## src/rtl/micro_sequencer.sv

```systemverilog
// micro_sequencer: microprogram sequencer with a writable control store and an instruction register
module micro_sequencer #(
  parameter int AW = 5,
  parameter int CW = 16
) (
  input  logic           clk_i,
  input  logic           reset_i,
  input  logic           go_i,
  input  logic           stall_i,
  input  logic [AW-1:0]  address_i,
  input  logic [31:0]    instr_i,
  input  logic           cs_we_i,
  input  logic [AW-1:0]  cs_waddr_i,
  input  logic [AW+CW-1:0] cs_wdata_i,
  output logic [AW-1:0]  upc_o,
  output logic [AW-1:0]  branch_target_o,
  output logic [CW-1:0]  ctrl_o,
  output logic [1:0]     op_o,
  output logic [5:0]     funct_o,
  output logic [3:0]     rd_o,
  output logic           running_o,
  output logic [15:0]    retired_o
);
  typedef enum logic {HALT, RUN} state_e;
  state_e            state_q;
  logic [AW-1:0]     upc_q, upc_d;
  logic [31:0]       ir_q;
  logic [15:0]       retired_q;
  logic [AW+CW-1:0]  cs_q [2**AW];
  logic              active, halt_req;
  always_comb begin
    active          = state_q == RUN && !stall_i;
    ctrl_o          = active ? cs_q[upc_q][CW-1:0] : '0;
    halt_req        = ctrl_o[CW-1];
    upc_d           = halt_req ? '0 : address_i;
    branch_target_o = cs_q[upc_q][AW+CW-1:CW];
    upc_o           = upc_q;
    op_o            = ir_q[27:26];
    funct_o         = ir_q[25:20];
    rd_o            = ir_q[15:12];
    running_o       = state_q == RUN;
    retired_o       = retired_q;
  end
  // the store itself is never cleared, so it survives reset
  always_ff @(posedge clk_i) begin
    if (!reset_i) begin
      state_q   <= HALT;
      upc_q     <= '0;
      ir_q      <= '0;
      retired_q <= '0;
    end else if (state_q == HALT) begin
      if (cs_we_i) cs_q[cs_waddr_i] <= cs_wdata_i;
      if (go_i) state_q <= RUN;
    end else if (!stall_i) begin
      upc_q <= upc_d;
      if (ctrl_o[0]) ir_q <= instr_i;
      if (upc_q != '0 && upc_d == '0) retired_q <= retired_q + 16'd1;
      if (halt_req) state_q <= HALT;
    end
  end
endmodule

```

## config.mk

```make
export PLATFORM = sky130hd
export DESIGN_NAME = micro_sequencer
export DESIGN_NICKNAME = d
export VERILOG_FILES = /design/src/rtl/micro_sequencer.sv
export SDC_FILE = /design/constraint.sdc
export NUM_CORES = 1
export LEC_CHECK = 0
export ABC_CLOCK_PERIOD_IN_PS = 3800
export CAP_MARGIN = 10
export CORE_MARGIN = 2
export CORE_UTILIZATION = 30
export CTS_CLUSTER_DIAMETER = 200
export DETAILED_ROUTE_END_ITERATION = 6
export PLACE_DENSITY = 0.42
export SETUP_SLACK_MARGIN = 0.3
export SLEW_MARGIN = 20
export SYNTH_ARGS = -nofsm -noshare
export SYNTH_HDL_FRONTEND = slang
export SYNTH_SLANG_ARGS = --single-unit
export TNS_END_PERCENT = 10
```

## constraint.sdc

```tcl
create_clock -name clk_i -period 3.8 [get_ports clk_i]
set_clock_uncertainty 0.2 [all_clocks]
set_input_delay 0.76 -clock clk_i [delete_from_list [all_inputs] [get_ports clk_i]]
set_output_delay 0.76 -clock clk_i [all_outputs]
set_load 0.05 [all_outputs]
```

## Yosys cells after proc, flatten, opt, wreduce, memory -nomap -nowiden

Memory sizes are Yosys's and may differ from the RTL's. A register that Yosys moved wholly into a read port is not among the register bits.
Cells that the tools add are included.

| storage, ports and cells | value |
|---|---|
| register bits after elaboration | 50 |
| bits in writable memories | 672 |
| bits of input ports | 68 |
| word-level logic and storage cells | 27 |
| memories kept | 1 |

| cells by class | value |
|---|---|
| add/subtract/negate cells | 1 |
| mux-type cells | 12 |
| bitwise logic cells | 1 |
| reductions and logical operators | 8 |

Memory list:

| name | words | bits a word | rd ports | clocked after Yosys merged registers in | wr ports | RTL line | text |
|---|---|---|---|---|---|---|---|
| cs_q | 32 | 21 | 1 | 1 | 1 | 29 | `logic [AW+CW-1:0] cs_q [2**AW];` |

Operator list:

| operator | count |
|---|---|
| $add A16 B1 Y16 const B | 1 |
| $mux W16 | 1 |
| $mux W5 | 3 |
| $mux W1 | 8 |
| $reduce_and A3 Y1 | 2 |
| $logic_not A5 Y1 | 1 |
| $reduce_bool A5 Y1 | 1 |
| $logic_and A1 B1 Y1 | 2 |
| $reduce_and A2 Y1 | 1 |
| $logic_not A1 Y1 | 1 |
| $not A1 Y1 | 1 |

## Depth between registers and ports, before layout

Gate-level depths: netlist (run 1).

| depth | value |
|---|---|
| depth after elaboration | 7 |
| depth in mapped cells | 11 |
| depth with buffers taken out | 7 |

## Least setup slack after synthesis (run 1)

No wires, ideal clock.

| timing | value |
|---|---|
| path type | register -> output |
| start point | register (tool-made name) |
| end point | output port ctrl_o[5] |
| data arrival time | 2469 ps |
| data required time | 2840 ps |
| path slack | 371 ps |
| stages on the path, launching flop included | 10 |
| path buffers | 5 |
| path through | dfxtp_1 > buf_4 > buf_6 > buf_2 > buf_2 > buf_1 > mux4_2 > mux4_2 > mux2i_1 > nor2_1 |

RTL lines:

| item | RTL line | text |
|---|---|---|
| end: declaration | 17 | `output logic [CW-1:0] ctrl_o,` |

==> results of run 1 <==
==> final timing paths <==
check	slack [ps]	startpoint	depth (start not counted)	to
worst min register to register	270	ir_q[25]	2	ir_q[25]
worst max-delay path	-180	flip-flop	9	ctrl_o[4]
worst max register to register	900	flip-flop	9	ir_q[24]
worst min-delay path	270	ir_q[25]	2	ir_q[25]
==> synth_stat cells (6+ instances only) <==
cell type,number,area share
mux2i_1,32,0.012
nand3_1,20,0.0037
buf_1,9,0.0012
dfxtp_1,39,0.029
nand2b_1,6,0.0014
clkbuf_1,22,0.0030
mux4_2,193,0.16
nand2_1,33,0.0045
mux4_1,7,0.0067
o211ai_1,7,0.0019
o21ai_0,7,0.0013
nor2_1,69,0.0095
buf_6,8,0.0033
buf_2,21,0.0038
o21ai_2,7,0.0022
xor2_1,6,0.0019
edfxtp_1,672,0.74
==> area by class of cell <==
cell class,count,share of cell area
tap,1176,0.04343
sequential,711,0.6190
inverter,4,0.0004431
clock inverter,40,0.009749
clock buffer,105,0.06248
multi-input combinational,449,0.1874
timing repair buffer,224,0.07744
==> through the flow <==
| step | hold WS (ps) | worst slack (ps) | power, uW | instances | area (um2) |
|---|---|---|---|---|---|
| after floorplan | 475.1 | 371.1 | 9205 | 1225 | 27380 |
| after global placement | 257.5 | 348.1 | 9586 | 2541 | 30810 |
| after detailed placement | 262.1 | 355.5 | 9597 | 2541 | 30810 |
| after CTS | 270.0 | -253.5 | 17060 | 2707 | 33860 |
| after global routing | 282.5 | -284.6 | 17380 | 2709 | 33880 |
| final | 265.5 | -180.3 | 16790 | 2709 | 33880 |
==> flip-flops by register name, indices dropped and copies added, names as in the netlist, named ones only <==
register	cells
running_o	1
retired_o	16
cs_q	672
ir_q	12
upc_o	5
==> routing by layer <==
| metal | up-vias | track usage |
|---|---|---|
| met5 | - | 0 |
| met4 | 0 | 0.04264 |
| met3 | 108 | 0.02779 |
| met2 | 267 | 0.2665 |
| met1 | 7307 | 0.2167 |
| li1 | 5681 | - |
==> cells by family after synthesis <==
logic type,Yosys count
adders and majority gates,1
muxes,237
buffers and inverters,65
and+or+nand+nor,155
AOI/OAI and AO/OA,48
xor gates and xnor gates,8
DFF,711
==> power by group <==
group          total, uW  switching (uW)  internal (uW)
clock network       7310            3100           4210
logic                860             484            376
registers           8630            23.4           8600
total              16800            3610          13200
==> what timing repair did <==
action,in CTS,in global routing
setup buffers,13,0
endpoints found under the setup margin,21,21
pin swaps,1,2
gates cloned,8,2
gates resized for setup,62,1
==> worst max-delay path: cells and delay by family, from the launching register on <==
family        cells  cell delay (ps)
flops             1              400
simple gates      1               80
buf+inv           5              730
mux               3             1170
==> metrics.md, run 1 <==
| Metric | Value |
|---|---|
| Status | `finished with violations` |
| Failing checks | `setup timing` |
| Syn Inst Count | `1,225` |
| Total Wirelength | `between 70,000 and 80,000 um` |
| Avg Inst Size Synth | `22.35 um2` |
| Worst-skew pair later-pin latency | `620 ps` |
| Avg WL per Cell | `between 20 and 30 um` |
| WS Path Type | `reg -> out` |
| First-pass DRT Iterations | `5` |
| Setup ws final | `-180.3 ps` |
| Post-synthesis sequential area ratio | `0.7656` |
| Startpoint type of the worst setup path | `flip-flop` |
| TritonCTS Buffers | `80` |
| Top_reg_cell synth | `edfxtp_1` |
| Core Area | `90,290 um2` |
| Leakage | `slightly above 0.01 uW` |
| CTS tree | `built` |
| Maximum VDD drop | `roughly 0.29 mV` |
| Hold_buf cts | `0` |
| Initial DRC Count | `1,089` |
| GR Overflow Total | `0` |
| Post-synth ARST share | `0` |
| First-pass GRT wire length | `105,600 um` |
| Synthesized area | `27,380 um2` |
| CP Cell Sequence | `buf_12 > buf_16 > buf_16 > mux4_2 > mux4_2 > mux2i_1 > nor2_1 > buf_4 > buf_8` |
| Wl on met1 | `between 30,000 and 40,000 um` |
| PD cells | `495.7 nW/um2` |
| Share of cells above drive strength 1 | `0.3320` |
| Synthesis-to-finish area growth | `23.75%` |
| Clock buffer depth | `3` |
| FF+latch area | `20,970 um2` |
| Syn_nets | `1,294` |
| GRT Util Overall | `0.1599` |
| Post-DR vias/cell | `4.933` |
| Initial antenna violation count | `2` |
| Synth warnings | `0` |
| CP max stage delay | `around 510 ps` |
| Worst-Margin Slew | `1073 ps` |
| Row Count | `110` |
| Hold crit path type | `reg -> reg` |
| Synth Area in XOR/XNOR | `0.002559` |
| Max layer used | `met4` |
| Fin. max-slew vios | `0` |
| Commonest non-fill, non-tap cells in the layout | `672 x edfxtp_1, 196 x mux4_2, 83 x clkbuf_16` |
| Maxcap violations | `0` |
| Die Span Y | `306.1 um` |
| Metal2 WL | `36,970 um` |
| DRC | `0` |
| Final Setup Violations | `20` |
| Mux contribution to synthesized area | `0.1792` |
| Met3 Wirelength | `2609 um` |
| Number of enable flip-flop cells after synthesis | `672` |
| CTS H-Tree Depth | `3` |
| Reg clk slew, reported paths | `60 ps` |
| Post-Synth Adder-Cell Area | `0.0004570` |
| IO Pins | `123` |
| Gpl congestion | `0.7346` |
| Number of port buffers | `slightly above 100` |
| RSZ-0062 raised after global routing | `true` |
| WP data arrival | `3020 ps` |
| Final Cycle Share | `1.047` |
| Synth Area in Compound Gates | `0.01366` |
| Max Clk Rate | `between 200 and 300 MHz` |
| Vias in the first global route | `about 14,000` |
| Largest net degree at the start of global routing | `67` |
| Simple-gate share of the synthesized area | `0.02632` |
| Distinct cells, synth | `50` |
| CP Data Required Time | `roughly 2800 ps` |
| DPL Wire Length | `43,230 um` |
| Crit-path max FO | `5` |
| Vias | `13,363` |
| Area of the multi-input gates | `6350 um2` |
| # nets final | `between 1,500 and 2,000` |
| Antenna Nets Post-Route | `0` |
| CTS sink count | `711` |
| Count of final hold-check violations | `0` |
| Setup TNS Final | `-2394 ps` |
| Critical-path cell with the highest stage delay | `mux4_2` |
| Most common cell after layout, fill and taps aside | `edfxtp_1` |
| Diodes inserted | `0` |
| Chip width | `306.1 um` |
| Worst relative slew slack | `0.2822` |
| Initial Utilization | `0.3032` |
| Worst setup EP type | `output pin` |
| Final core utilization | `0.3753` |
| Main combinational cell family by area after synthesis | `multiplexers` |
| Die ar. | `93,690 um2` |
| Final Critical Period | `roughly 4000 ps` |
| Yosys reg bits | `711` |
| # fillers | `8,292` |
| Root buffer cell | `clkbuf_16` |
Note: power is estimated with default switching activity, not from simulation.
==> run 2: changes to the inputs <==
Settings changed: SLEW_MARGIN 20 to unset.
==> run 2 against run 1 <==
The run still ends with setup timing left. Setup slack barely moved. Sequential cell count did not move. Total power barely moved. Critical path depth did not move. Utilization barely moved. Cell count did not move. Sequential power barely moved. Hold slack barely moved. Clock power barely moved. Combinational power barely moved. Critical endpoint unchanged. Highest routed layer unchanged.
==> metrics.md, run 2 (synthesized netlist as in run 1, its figures left out) <==
| Metric | Value |
|---|---|
| Chip width | `306.1 um` |
| CTS sink count | `roughly 710` |
| Reg clk slew, reported paths | `60 ps` |
| CP max stage delay | `510 ps` |
| Maxcap violations | `0` |
| Antenna Nets Post-Route | `0` |
| Die Span Y | `a little over 300 um` |
| Initial antenna violation count | `1` |
| DRC | `0` |
| Worst-Margin Slew | `between 1000 and 1500 ps` |
| Final Critical Period | `around 4000 ps` |
| Fin. max-slew vios | `0` |
| Max reg flops | `approximately 670` |
| Root buffer cell | `clkbuf_16` |
| Core Area | `90,290 um2` |
| CTS tree | `built` |
| R2R Setup Slk | `900 ps` |
| Reg2reg end | `ir_q[24]` |
| CTS H-Tree Depth | `3` |
| Total Wirelength | `74,350 um` |
| Initial DRC Count | `roughly 1,000` |
| First-pass DRT Iterations | `5` |
| TritonCTS Buffers | `80` |
| R2R cell count | `9` |
| Worst Hold Depth | `2` |
| Worst relative slew slack | `0.2678` |
| Final instance area | `33,910 um2` |
| Diodes inserted | `0` |
| Largest net degree at the start of global routing | `67` |
| Hold Path Sink | `ir_q[25]` |
| Row Count | `110` |
| Final Setup Violations | `20` |
| Setup ws final | `-180.2 ps` |
| Maximum VDD drop | `0.2865 mV` |
| Number of port buffers | `just over 100` |
| CP Data Required Time | `between 2000 and 3000 ps` |
| Hold path start | `ir_q[25]` |
| Synthesis-to-finish area growth | `23.86%` |
| Final Cycle Share | `1.047` |
| WS Path Type | `reg -> out` |
| Final core utilization | `0.3756` |
| GR Overflow Total | `0` |
| WP buf/inv | `5` |
| Pre-CTS WS | `355.5 ps` |
| GRT Util Overall | `0.1599` |
| Status | `finished with violations` |
| Global Route met2 Usage | `0.2665` |
| Avg WL per Cell | `27.44 um` |
| PD cells | `495.3 nW/um2` |
| Crit-path max FO | `5` |
| # nets final | `1,539` |
| RSZ-0062 raised after global routing | `true` |
| Placed Area | `~30,000 um2` |
| Clock buffer depth | `3` |
| Post-DR vias/cell | `4.923` |
| WP data arrival | `3020 ps` |
| Most common cell after layout, fill and taps aside | `edfxtp_1` |
| Gpl congestion | `0.7346` |
| Met1 GRT Util | `0.2167` |
| Vias in the first global route | `13,979` |
| Worst-skew pair later-pin latency | `between 600 and 700 ps` |
| Startpoint type of the worst setup path | `flip-flop` |
| Worst setup EP type | `output pin` |
| GR peak layer | `met2` |
| Vias | `13,337` |
| Critical-path cell with the highest stage delay | `mux4_2` |
| Count of final hold-check violations | `0` |
| IO Pins | `123` |
| Share of cells above drive strength 1 | `0.3281` |
| Met3 usage | `0.02779` |
| Critical path depth in cells | `9` |
| First-pass GRT wire length | `between 100,000 and 150,000 um` |
| Hold crit path type | `reg -> reg` |
| Commonest non-fill, non-tap cells in the layout | `672 x edfxtp_1, 196 x mux4_2, 83 x clkbuf_16` |
| Die ar. | `93,690 um2` |
| CP Cell Sequence | `buf_12 > buf_16 > buf_16 > mux4_2 > mux4_2 > mux2i_1 > nor2_1 > buf_4 > buf_8` |
| Cell family with most CP delay | `multiplexers` |
| Total Power | `16,800 uW` |
| Initial Utilization | `0.3032` |
| Max Clk Rate | `251.2 MHz` |
| Reg with most FFs | `cs_q` |
| Failing checks | `setup timing` |
| DPL Wire Length | `around 43,000 um` |
| Leakage | `roughly 0.010 uW` |
## run 2: changes by cell type in the layout (fill, tap and decap cells not counted)
| cell | previous run | this run |
|---|---|---|
| buf_2 | 6 | 0 |
| clkdlybuf4s50_1 | 75 | 81 |
## run 2: worst max path at each step
stage / start / endpoint / slack, ps
detailed placement: flip-flop / branch_target_o[2] / 360
global route: flip-flop / ctrl_o[4] / -280
CTS: flip-flop / ctrl_o[4] / -250
global placement: flip-flop / ctrl_o[9] / 350
finish: flip-flop / ctrl_o[4] / -180
floorplan: flip-flop / ctrl_o[5] / 370
## run 2: stage by stage
stage | cells | hold WS (ps) | setup TNS, ps
after global routing | 2709 | 282.5 | -4483
after detailed placement | 2541 | 262.1 | 0
after CTS | 2707 | 270.0 | -3967
after floorplan | 1225 | 475.1 | 0
after global placement | 2541 | 257.5 | 0
final | 2709 | 265.4 | -2360
## run 2: layout make-up
type	instances	area, um2
Clock buffer	105	2117
Clock inverter	40	330.3
Fill cell	8290	56380
Inverter	4	15.01
Multi-Input combinational cell	449	6350
Sequential cell	711	20970
Tap cell	1176	1471
Timing Repair Buffer	224	2654
## run 2: power by group
part | total (uW) | leakage [uW] | internal, uW | switching [uW]
logic | 863 | 0.00281 | 379 | 484
registers | 8630 | 0.00636 | 8600 | 23.4
clock network | 7310 | 0.00119 | 4210 | 3100
## run 2: tightest hold or removal path: stages (launching register included)
cell     delay [ps]
dfxtp_1         300
nand3_1          70
o21ai_2          50
## run 2: timing repair
item,in CTS,in global routing
pin swaps,1,2
setup endpoints to repair,21,21
cloned,8,2
gates resized for setup,62,1
buffers inserted,13,0
hold buffers,0,0
## run 2: routing by layer
| layer | routed length, um | up-vias |
|---|---|---|
| li1 | - | 5679 |
| met1 | 33330 | 7303 |
| met2 | 36840 | 252 |
| met3 | 2440 | 103 |
| met4 | 1732 | 0 |
| met5 | 0 | - |
==> run 3: changes to the inputs <==
Settings changed: ABC_CLOCK_PERIOD_IN_PS 3800 to 4610.
Clock period 3.8 ns to 4.61 ns, I/O delays scaled along.
==> run 3 against run 2 <==
First-iteration DRC count grew 6.5%. Total power fell by 18%. Register-to-register slack gained 530 ps. The flow now finishes without violations. Clock power decreased by 19%. Sequential share of layout area increased by 1.1 points. Cell count is 1.8% lower. Sequential cell count unchanged. Largest cell class unchanged. Count of clock-buffer cells in the layout shrank 6. Critical path depth shrank 3.
==> metrics.md, run 3 (synthesized netlist as in run 1, its figures left out) <==
| Metric | Value |
|---|---|
| Critical-path cell with the highest stage delay | `clkdlybuf4s50_1` |
| Startpoint type of the worst setup path | `flip-flop` |
| Maximum VDD drop | `approximately 0.25 mV` |
| Vias | `13,124` |
| Chip width | `306.1 um` |
| Hold path start | `ir_q[12]` |
| DRC | `0` |
| Hold Path Sink | `ir_q[12]` |
| Reg with most FFs | `cs_q` |
| Synthesis-to-finish area growth | `21.67%` |
| First-pass GRT wire length | `105,400 um` |
| Inst Count DP | `2,508` |
| Max reg flops | `roughly 670` |
| Vias in the first global route | `between 10,000 and 15,000` |
| Avg WL per Cell | `28.42 um` |
| Initial Utilization | `0.3032` |
| CP most frequent cell | `mux4_2` |
| Post-DR vias/cell | `just under 5` |
| Final Cycle Share | `0.9650` |
| Antenna Nets Post-Route | `0` |
| Reg2reg end | `ir_q[24]` |
| Setup TNS Final | `0 ps` |
| R2R Setup Slk | `1430 ps` |
| Worst relative slew slack | `0.2261` |
| # fillers | `8,304` |
| Clock buffer depth | `3` |
| First-pass DRT Iterations | `5` |
| Most common cell after layout, fill and taps aside | `edfxtp_1` |
| Initial DRC Count | `between 1,000 and 1,500` |
| TritonCTS Buffers | `between 70 and 80` |
| Area of the multi-input gates | `approximately 6300 um2` |
| CTS sink count | `711` |
| Max Clk Rate | `~220 MHz` |
| Maxcap violations | `0` |
| WP data arrival | `3330 ps` |
| Root buffer cell | `clkbuf_16` |
| Reg clk slew, reported paths | `60 ps` |
| CP max stage delay | `700 ps` |
| Worst-skew pair later-pin latency | `about 600 ps` |
| Gpl congestion | `0.7517` |
| Worst setup EP type | `output pin` |
| GR Overflow Total | `0` |
| Core Area | `~90,000 um2` |
| DPL Wire Length | `about 44,000 um` |
| FF+latch area | `20,970 um2` |
| # nets final | `1,494` |
| CTS H-Tree Depth | `3` |
| Fin. max-slew vios | `0` |
| Final Instance Count excl. Fillers | `around 2,700` |
| Share of cells above drive strength 1 | `0.3063` |
| Final Critical Period | `about 4400 ps` |
| RSZ-0062 raised after global routing | `true` |
| Worst-Margin Slew | `roughly 1200 ps` |
| Largest net degree at the start of global routing | `82` |
| PD cells | `411.2 nW/um2` |
| R2R cell count | `9` |
| Number of port buffers | `102` |
| Initial antenna violation count | `2` |
| CP Data Required Time | `3490 ps` |
| Commonest non-fill, non-tap cells in the layout | `672 x edfxtp_1, 193 x mux4_2, 83 x clkbuf_16` |
| IO Pins | `123` |
| Hold crit path type | `reg -> reg` |
| CTS tree | `built` |
| Row Count | `110` |
| Min Hold Slack | `268.8 ps` |
| GRT Util Overall | `0.1615` |
| Status | `finished, final reports clean` |
| Total Wirelength | `75,580 um` |
| Leakage | `0.01005 uW` |
| Worst Hold Depth | `2` |
| Final Setup Violations | `0` |
| CP Cell Sequence | `buf_16 > buf_4 > mux4_2 > mux4_2 > mux2_2 > clkdlybuf4s50_1` |
| Die Span Y | `306.1 um` |
| WS Path Type | `reg -> out` |
| Final core utilization | `0.3689` |
| Crit-path max FO | `7` |
| Die ar. | `93,690 um2` |
| Count of final hold-check violations | `0` |
run 3: worst max-delay path by stage:
stage / start / endpoint / cells after the start
2_1_floorplan: flip-flop / ctrl_o[5] / 9
3_3_place_gp: flip-flop / ctrl_o[9] / 8
3_5_place_dp: flip-flop / ctrl_o[9] / 8
4_1_cts: flip-flop / branch_target_o[2] / 5
5_1_grt: flip-flop / branch_target_o[0] / 7
6_report: flip-flop / branch_target_o[4] / 6
run 3: layout make-up:
class	instances	area share
clock buffers	99	0.06224
clock inverters	38	0.009353
multi-input cells	449	0.1904
flip-flops and latches	711	0.6296
inverters	4	0.0004507
well taps	1176	0.04417
diodes	1	0.00007512
repair buffers	181	0.06370
run 3: per-stage QoR:
| step | power (uW) | worst slack [ps] | area (um2) |
|---|---|---|---|
| 2_1_floorplan | 7588 | 1019 | 27380 |
| 5_1_grt | 14170 | 50.35 | 33310 |
| 4_1_cts | 13870 | 42.01 | 33140 |
| 6_report | 13700 | 161.3 | 33310 |
| 3_5_place_dp | 7903 | 449.4 | 30630 |
| 3_3_place_gp | 7894 | 454.2 | 30630 |
run 3: timing repair:
item	4_1_cts	5_1_grt
buffers inserted	3	4
gates cloned	2	3
endpoints found under the setup margin	20	20
resized for setup	9	7
hold buffers	0	0
run 3: worst max-delay path, delay by kind of cell (launching register included):
family,cells,cell delay [ps]
DFF,1,450
buffers and inverters,3,1020
muxes,3,1220
run 3: power by group:
part           internal (uW)  switching [uW]  total, uW
Sequential              7090            23.1       7120
Combinational            273             388        661
Clock                   3410            2520       5920
run 3: routing by layer:
layer  global-route usage  wire [um]
met1               0.2127      32560
met2               0.2762      38330
met3              0.02558       2821
met4              0.04742       1867
met5                    0          0
